`config.mk`:
```
export PLATFORM = sky130hd
export DESIGN_NAME = debounce_multi
export DESIGN_NICKNAME = d
export VERILOG_FILES = /design/src/rtl/debounce_pkg.sv /design/src/rtl/debounce_ch.sv /design/src/rtl/debounce_multi.sv
export SDC_FILE = /design/constraint.sdc
export NUM_CORES = 1
export LEC_CHECK = 0
export ABC_AREA = 1
export BUFFER_PORTS_ARGS = -buffer_cell sky130_fd_sc_hd__buf_2
export CORE_MARGIN = 2
export CORE_UTILIZATION = 30
export DETAILED_ROUTE_END_ITERATION = 16
export MAX_ROUTING_LAYER = met4
export SLEW_MARGIN = 20
export SYNTH_ARGS = -nofsm -noshare
export SYNTH_HDL_FRONTEND = slang
export SYNTH_SLANG_ARGS = --single-unit
```
`constraint.sdc`:
```
create_clock -name clk -period 5.6 [get_ports clk]
set_input_delay 1.12 -clock clk [delete_from_list [all_inputs] [get_ports clk]]
set_output_delay 1.12 -clock clk [all_outputs]
set_load 0.03 [all_outputs]
```
`src/rtl/debounce_pkg.sv`:
```
// -----------------------------------------------------------------------------
// debounce_pkg
// Shared types and constants for the multi-channel debouncer.
//   db_state_t    : per-channel hold-time FSM state
//   DB_MIN_SYNC   : fewest synchroniser flops a channel is ever built with
//   db_idle_state : settled state that matches a given debounced level
// -----------------------------------------------------------------------------
package debounce_pkg;

    typedef enum logic [1:0] {
        ZERO  = 2'd0,
        WAIT1 = 2'd1,
        ONE   = 2'd2,
        WAIT0 = 2'd3
    } db_state_t;

    localparam int DB_MIN_SYNC = 2;

    function automatic db_state_t db_idle_state(input logic level);
        return level ? ONE : ZERO;
    endfunction

endpackage

```
`src/rtl/debounce_ch.sv`:
```
// -----------------------------------------------------------------------------
// debounce_ch
// One debouncer channel: input synchroniser, hold-time FSM and N-bit
// down-counter. The debounced level only moves after the synchronised input
// has sat at the new value for 2^N-1 consecutive clocks after the WAITx entry.
//
// Ports
//   clk          in   system clock
//   reset        in   asynchronous, active-high reset
//   sw_i         in   raw asynchronous switch input
//   level_o      out  registered debounced level
//   rise_o       out  registered one-cycle pulse on level 0->1
//   fall_o       out  registered one-cycle pulse on level 1->0
//   tick_next_o  out  rise/fall about to be registered (feeds the shared
//                     any_tick register so it lines up with rise_o/fall_o)
//
// state | meaning
// ------+----------------------------------------------------------
// ZERO  | settled low, waiting for the input to go high
// WAIT1 | input high, counting down the hold time before going high
// ONE   | settled high, waiting for the input to go low
// WAIT0 | input low, counting down the hold time before going low
// -----------------------------------------------------------------------------
module debounce_ch
    import debounce_pkg::*;
#(
    parameter int   N           = 22,
    parameter int   SYNC_STAGES = 2,
    parameter logic INIT_LEVEL  = 1'b0
) (
    input  logic clk,
    input  logic reset,
    input  logic sw_i,
    output logic level_o,
    output logic rise_o,
    output logic fall_o,
    output logic tick_next_o
);

    localparam logic [N-1:0] CNT_MAX = '1;
    localparam logic [N-1:0] CNT_ONE = 1;

    logic [SYNC_STAGES-1:0] sync_q;
    logic                   s;

    db_state_t    state_q, state_d;
    logic [N-1:0] cnt_q, cnt_d;
    logic [N-1:0] cnt_dec;
    logic         level_q, level_d;
    logic         rise_q, rise_d;
    logic         fall_q, fall_d;

    always_ff @(posedge clk or posedge reset) begin
        if (reset) begin
            sync_q <= {SYNC_STAGES{INIT_LEVEL}};
        end else begin
            sync_q <= {sync_q[SYNC_STAGES-2:0], sw_i};
        end
    end

    assign s       = sync_q[SYNC_STAGES-1];
    assign cnt_dec = cnt_q - CNT_ONE;

    always_comb begin
        state_d = state_q;
        cnt_d   = cnt_q;
        rise_d  = 1'b0;
        fall_d  = 1'b0;

        case (state_q)
            ZERO: begin
                if (s) begin
                    state_d = WAIT1;
                    cnt_d   = CNT_MAX;
                end
            end
            WAIT1: begin
                if (!s) begin
                    // bounce: drop back without a tick; the counter is
                    // reloaded on the next WAIT1 entry
                    state_d = ZERO;
                end else begin
                    cnt_d = cnt_dec;
                    if (cnt_dec == '0) begin
                        state_d = ONE;
                        rise_d  = 1'b1;
                    end
                end
            end
            ONE: begin
                if (!s) begin
                    state_d = WAIT0;
                    cnt_d   = CNT_MAX;
                end
            end
            WAIT0: begin
                if (s) begin
                    state_d = ONE;
                end else begin
                    cnt_d = cnt_dec;
                    if (cnt_dec == '0) begin
                        state_d = ZERO;
                        fall_d  = 1'b1;
                    end
                end
            end
            default: begin
                state_d = db_idle_state(INIT_LEVEL);
            end
        endcase

        // level follows the settled side of the next state, so it switches
        // on the same edge that loads the tick register
        level_d = (state_d == ONE) || (state_d == WAIT0);
    end

    always_ff @(posedge clk or posedge reset) begin
        if (reset) begin
            state_q <= db_idle_state(INIT_LEVEL);
            cnt_q   <= '0;
            level_q <= INIT_LEVEL;
            rise_q  <= 1'b0;
            fall_q  <= 1'b0;
        end else begin
            state_q <= state_d;
            cnt_q   <= cnt_d;
            level_q <= level_d;
            rise_q  <= rise_d;
            fall_q  <= fall_d;
        end
    end

    assign level_o     = level_q;
    assign rise_o      = rise_q;
    assign fall_o      = fall_q;
    assign tick_next_o = rise_d | fall_d;

endmodule

```
`src/rtl/debounce_multi.sv`:
```
// -----------------------------------------------------------------------------
// debounce_multi
// CH independent switch/button debouncers plus a shared "something changed"
// flag. Every output is registered; there is no combinational path from sw.
//
// Ports
//   clk        in   system clock
//   reset      in   asynchronous, active-high reset
//   sw         in   [CH-1:0] raw asynchronous switch/button inputs
//   db_level   out  [CH-1:0] debounced level per channel
//   rise_tick  out  [CH-1:0] one-cycle pulse on db_level 0->1
//   fall_tick  out  [CH-1:0] one-cycle pulse on db_level 1->0
//   any_tick   out  one-cycle pulse in any cycle that has a rise or fall tick
// -----------------------------------------------------------------------------
module debounce_multi
    import debounce_pkg::*;
#(
    parameter int   CH          = 4,
    parameter int   N           = 22,
    parameter int   SYNC_STAGES = 2,
    parameter logic INIT_LEVEL  = 1'b0
) (
    input  logic          clk,
    input  logic          reset,
    input  logic [CH-1:0] sw,
    output logic [CH-1:0] db_level,
    output logic [CH-1:0] rise_tick,
    output logic [CH-1:0] fall_tick,
    output logic          any_tick
);

    // a single flop is not a synchroniser; never build fewer than two
    localparam int SYNC_EFF = (SYNC_STAGES < DB_MIN_SYNC) ? DB_MIN_SYNC : SYNC_STAGES;

    logic [CH-1:0] tick_next;
    logic          any_q, any_d;

    for (genvar gi = 0; gi < CH; gi++) begin : g_ch
        debounce_ch #(
            .N           (N),
            .SYNC_STAGES (SYNC_EFF),
            .INIT_LEVEL  (INIT_LEVEL)
        ) u_ch (
            .clk         (clk),
            .reset       (reset),
            .sw_i        (sw[gi]),
            .level_o     (db_level[gi]),
            .rise_o      (rise_tick[gi]),
            .fall_o      (fall_tick[gi]),
            .tick_next_o (tick_next[gi])
        );
    end

    // OR of the per-channel next ticks, registered so any_tick lands in the
    // same cycle as the rise/fall ticks it summarises
    assign any_d = |tick_next;

    always_ff @(posedge clk or posedge reset) begin
        if (reset) begin
            any_q <= 1'b0;
        end else begin
            any_q <= any_d;
        end
    end

    assign any_tick = any_q;

endmodule

```
==> run metrics <==
status complete, no violations; total length of routed wires 17200 µm; Critical Path Most Common Cell sky130_fd_sc_hd__inv_1; class of the most critical setup path reg2reg; worst endpoint required time roughly 5.9 ns; Total Die Area approximately 0.026 mm²; setup tns final 0 ns; post-CTS resize count 0; Final Critical Period approximately 2.5 ns; leading cell type in the layout, fill and taps excluded sky130_fd_sc_hd__nand2_1; via/cell ratio 4.67; stage delay of the slowest cell on the critical path approximately 0.56 ns; Power, Total 2.17 mW; max-slew violation total from the final report 0; number of iterations in the first detailed-routing pass 5; clock latency on the worst-skew pair 0.42 ns; deepest clock path buffer count 2; FP Rows 57; crit share post-route between 40 and 50%; DRT antenna net count 0; Yosys warnings 0; master cell of the clock root buffer sky130_fd_sc_hd__clkbuf_16; net count of the mapped netlist between 1000 and 1500; internal power contribution between 1.5 and 2 mW; proportion of layout cells with a drive suffix above 1 between 10% and 20%; first-pass GRT wire length approximately 30000 µm; global placement routability congestion approximately 0.9; portion of total power attributed to sequential cells between 40% and 50%; die width 162 µm; H-tree levels 4; largest net degree at the start of global routing 81; Boundary Pins 19; Power Dens Cells roughly 260 mW/mm²; Net Sw Frac 24.8%; class of the worst hold path reg2reg; critical path's slowest cell sky130_fd_sc_hd__nand2_1; power dissipated by switching net loads 0.537 mW; final-stage net count between 1000 and 1500; cell count after synthesis roughly 1100; Inserted Diodes 0; worst voltage drop across the vdd grid about 0.00021 V; Fmax ~390 MHz; HPWL after detailed placement about 13000 µm; Starting Density between 30 and 40%; Layout area overhead 13.0%; DRC violation total after the first TritonRoute iteration a little over 400; max-cap violations 0; Num Clock Sinks roughly 120; synthesis-stage register bit count roughly 120; final instance area between 0.008 and 0.009 mm²; leakage between 3 and 4 nW; arrival time at the worst endpoint around 2.9 ns; final routed DRC violation total 0; Max Clock Skew around 0.0068 ns; clock-pin slew of the registers on the worst-case setup and hold paths roughly 0.06 ns; post-synthesis sequential area ratio around 40%; Logic pwr share approximately 7%; critical-path maximum fanout 22; postcts setup bufs 0; placed cell areas roughly 0.0079 mm²; routed vias about 6700; unrepaired setup endpoints after global routing false; Final Hold Fails 0; overall overflow remaining after global route 0; global-route usage over all layers between 10% and 20%; relative slew slack 47.2%; antenna violations before repair 0; transition time at the pin with the least slew margin 0.790 ns; overall die height 162 µm; number of buffers created by CTS 17; kind of end point of the critical path flop; crit-path cells nor2_1, inv_1, nand2_1, inv_1, nor2_1, inv_1, o22ai_1, inv_1; top library cells by usage in the layout, fill and taps aside sky130_fd_sc_hd__nand2_1, sky130_fd_sc_hd__inv_1, sky130_fd_sc_hd__nor2_1; via count of the first global-routing pass between 6000 and 7000; number of hold buffers added after CTS 0; average wire per standard cell between 10 and 15 µm; endpoints failing setup 0; Worst Setup Start Kind flop; cell area after technology mapping between 0.007 and 0.008 mm²; clock tree from TritonCTS yes; placeable core region about 0.024 mm²; post-layout util 34.7%; distinct cell type count after synthesis 37; Clock power frac between 50% and 60%; post-synthesis area per instance 6.90 µm²; port buffer count 18
power by group through the flow:
| stage | clock network [mW] | logic (mW) | registers (mW) |
|---|---|---|---|
| after floorplan | 0 | 0.117 | 0.905 |
| after global placement | 0 | 0.147 | 0.910 |
| after detailed placement | 0 | 0.150 | 0.910 |
| after CTS | 1.15 | 0.151 | 0.896 |
| after global routing | 1.19 | 0.173 | 0.899 |
| final | 1.12 | 0.148 | 0.896 |
state kept, by name, summed over array words and instances, names as in the netlist:
signal and cells:
any_tick 1, g_ch.u_ch.cnt_q 88, g_ch.u_ch.fall_o 4, g_ch.u_ch.level_o 4
g_ch.u_ch.rise_o 4, g_ch.u_ch.state_q 8, g_ch.u_ch.sync_q 8
final timing paths:
path	slack, ns	from	cells past startpoint	endpoint
worst max-delay path	3.05	g_ch[2].u_ch.sync_q[1]	8	g_ch[2].u_ch.cnt_q[13]
worst min register to register	0.36	g_ch[0].u_ch.sync_q[0]	0	g_ch[0].u_ch.sync_q[1]
min in group asynchronous	0.82	reset	2	g_ch[0].u_ch.sync_q[0]
worst max register to register	3.05	g_ch[2].u_ch.sync_q[1]	8	g_ch[2].u_ch.cnt_q[13]
worst min-delay path	0.36	g_ch[0].u_ch.sync_q[0]	0	g_ch[0].u_ch.sync_q[1]
max in group asynchronous	3.80	reset	3	g_ch[1].u_ch.cnt_q[16]
cells in the mapped netlist, drive strengths merged:
library cell	n	share of area [%]
nand2	271	14
and2	2	0.17
clkinv	3	0.15
a22oi	8	0.80
and3	1	0.084
inv	202	10
clkbuf	8	0.40
ha	8	1.3
xor2	8	0.94
o21bai	2	0.25
nand4	31	2.6
o22ai	63	5.3
o21ai	23	1.6
a21oi	12	0.80
a32oi	1	0.12
nand3	64	4.5
nor4	3	0.25
xnor2	2	0.23
nor2	214	13
buf	16	1.5
dfrtp	117	39
nor3	8	0.60
nand3b	18	1.8
area by class of cell:
class	instances	area, µm²
fill	2611	15900
inverter	205	774
tap	324	405
clock buffer	19	453
clock inverter	12	154
timing repair buffer	19	97.6
multi-input combinational	739	3650
sequential	117	2930
layer usage:
| metal | track usage (%) | wire length, µm |
|---|---|---|
| met1 | 18.2 | 8270 |
| met2 | 22.3 | 7900 |
| met3 | 3.22 | 700 |
| met4 | 4.87 | 312 |
| met5 | - | 0 |
kinds of logic after synthesis:
logic type | after synthesis | share of synthesized area (%)
compound gates | 109 | 8.83
xor+xnor | 10 | 1.17
fa+ha+maj | 8 | 1.34
buf+inv | 229 | 12.1
flops | 117 | 39.1
simple gates | 612 | 37.4
critical path: cells and delay by family (launching register included):
kind                   cells  cell delay (ns)
AO/OA/AOI/OAI              1             0.23
buffers and inverters      4             0.71
flip-flops                 1             0.40
AND/OR/NAND/NOR            3             1.07
through the flow:
stage               hold slack, ns  worst slack (ns)  std cells
floorplan                    0.331              1.38       1085
global route                 0.363              2.76       1435
CTS                          0.359              3.07       1435
finish                       0.355              3.05       1435
global placement             0.339              3.06       1404
detailed placement           0.343              3.03       1404
No activity file was read; power rests on OpenSTA's default activity.
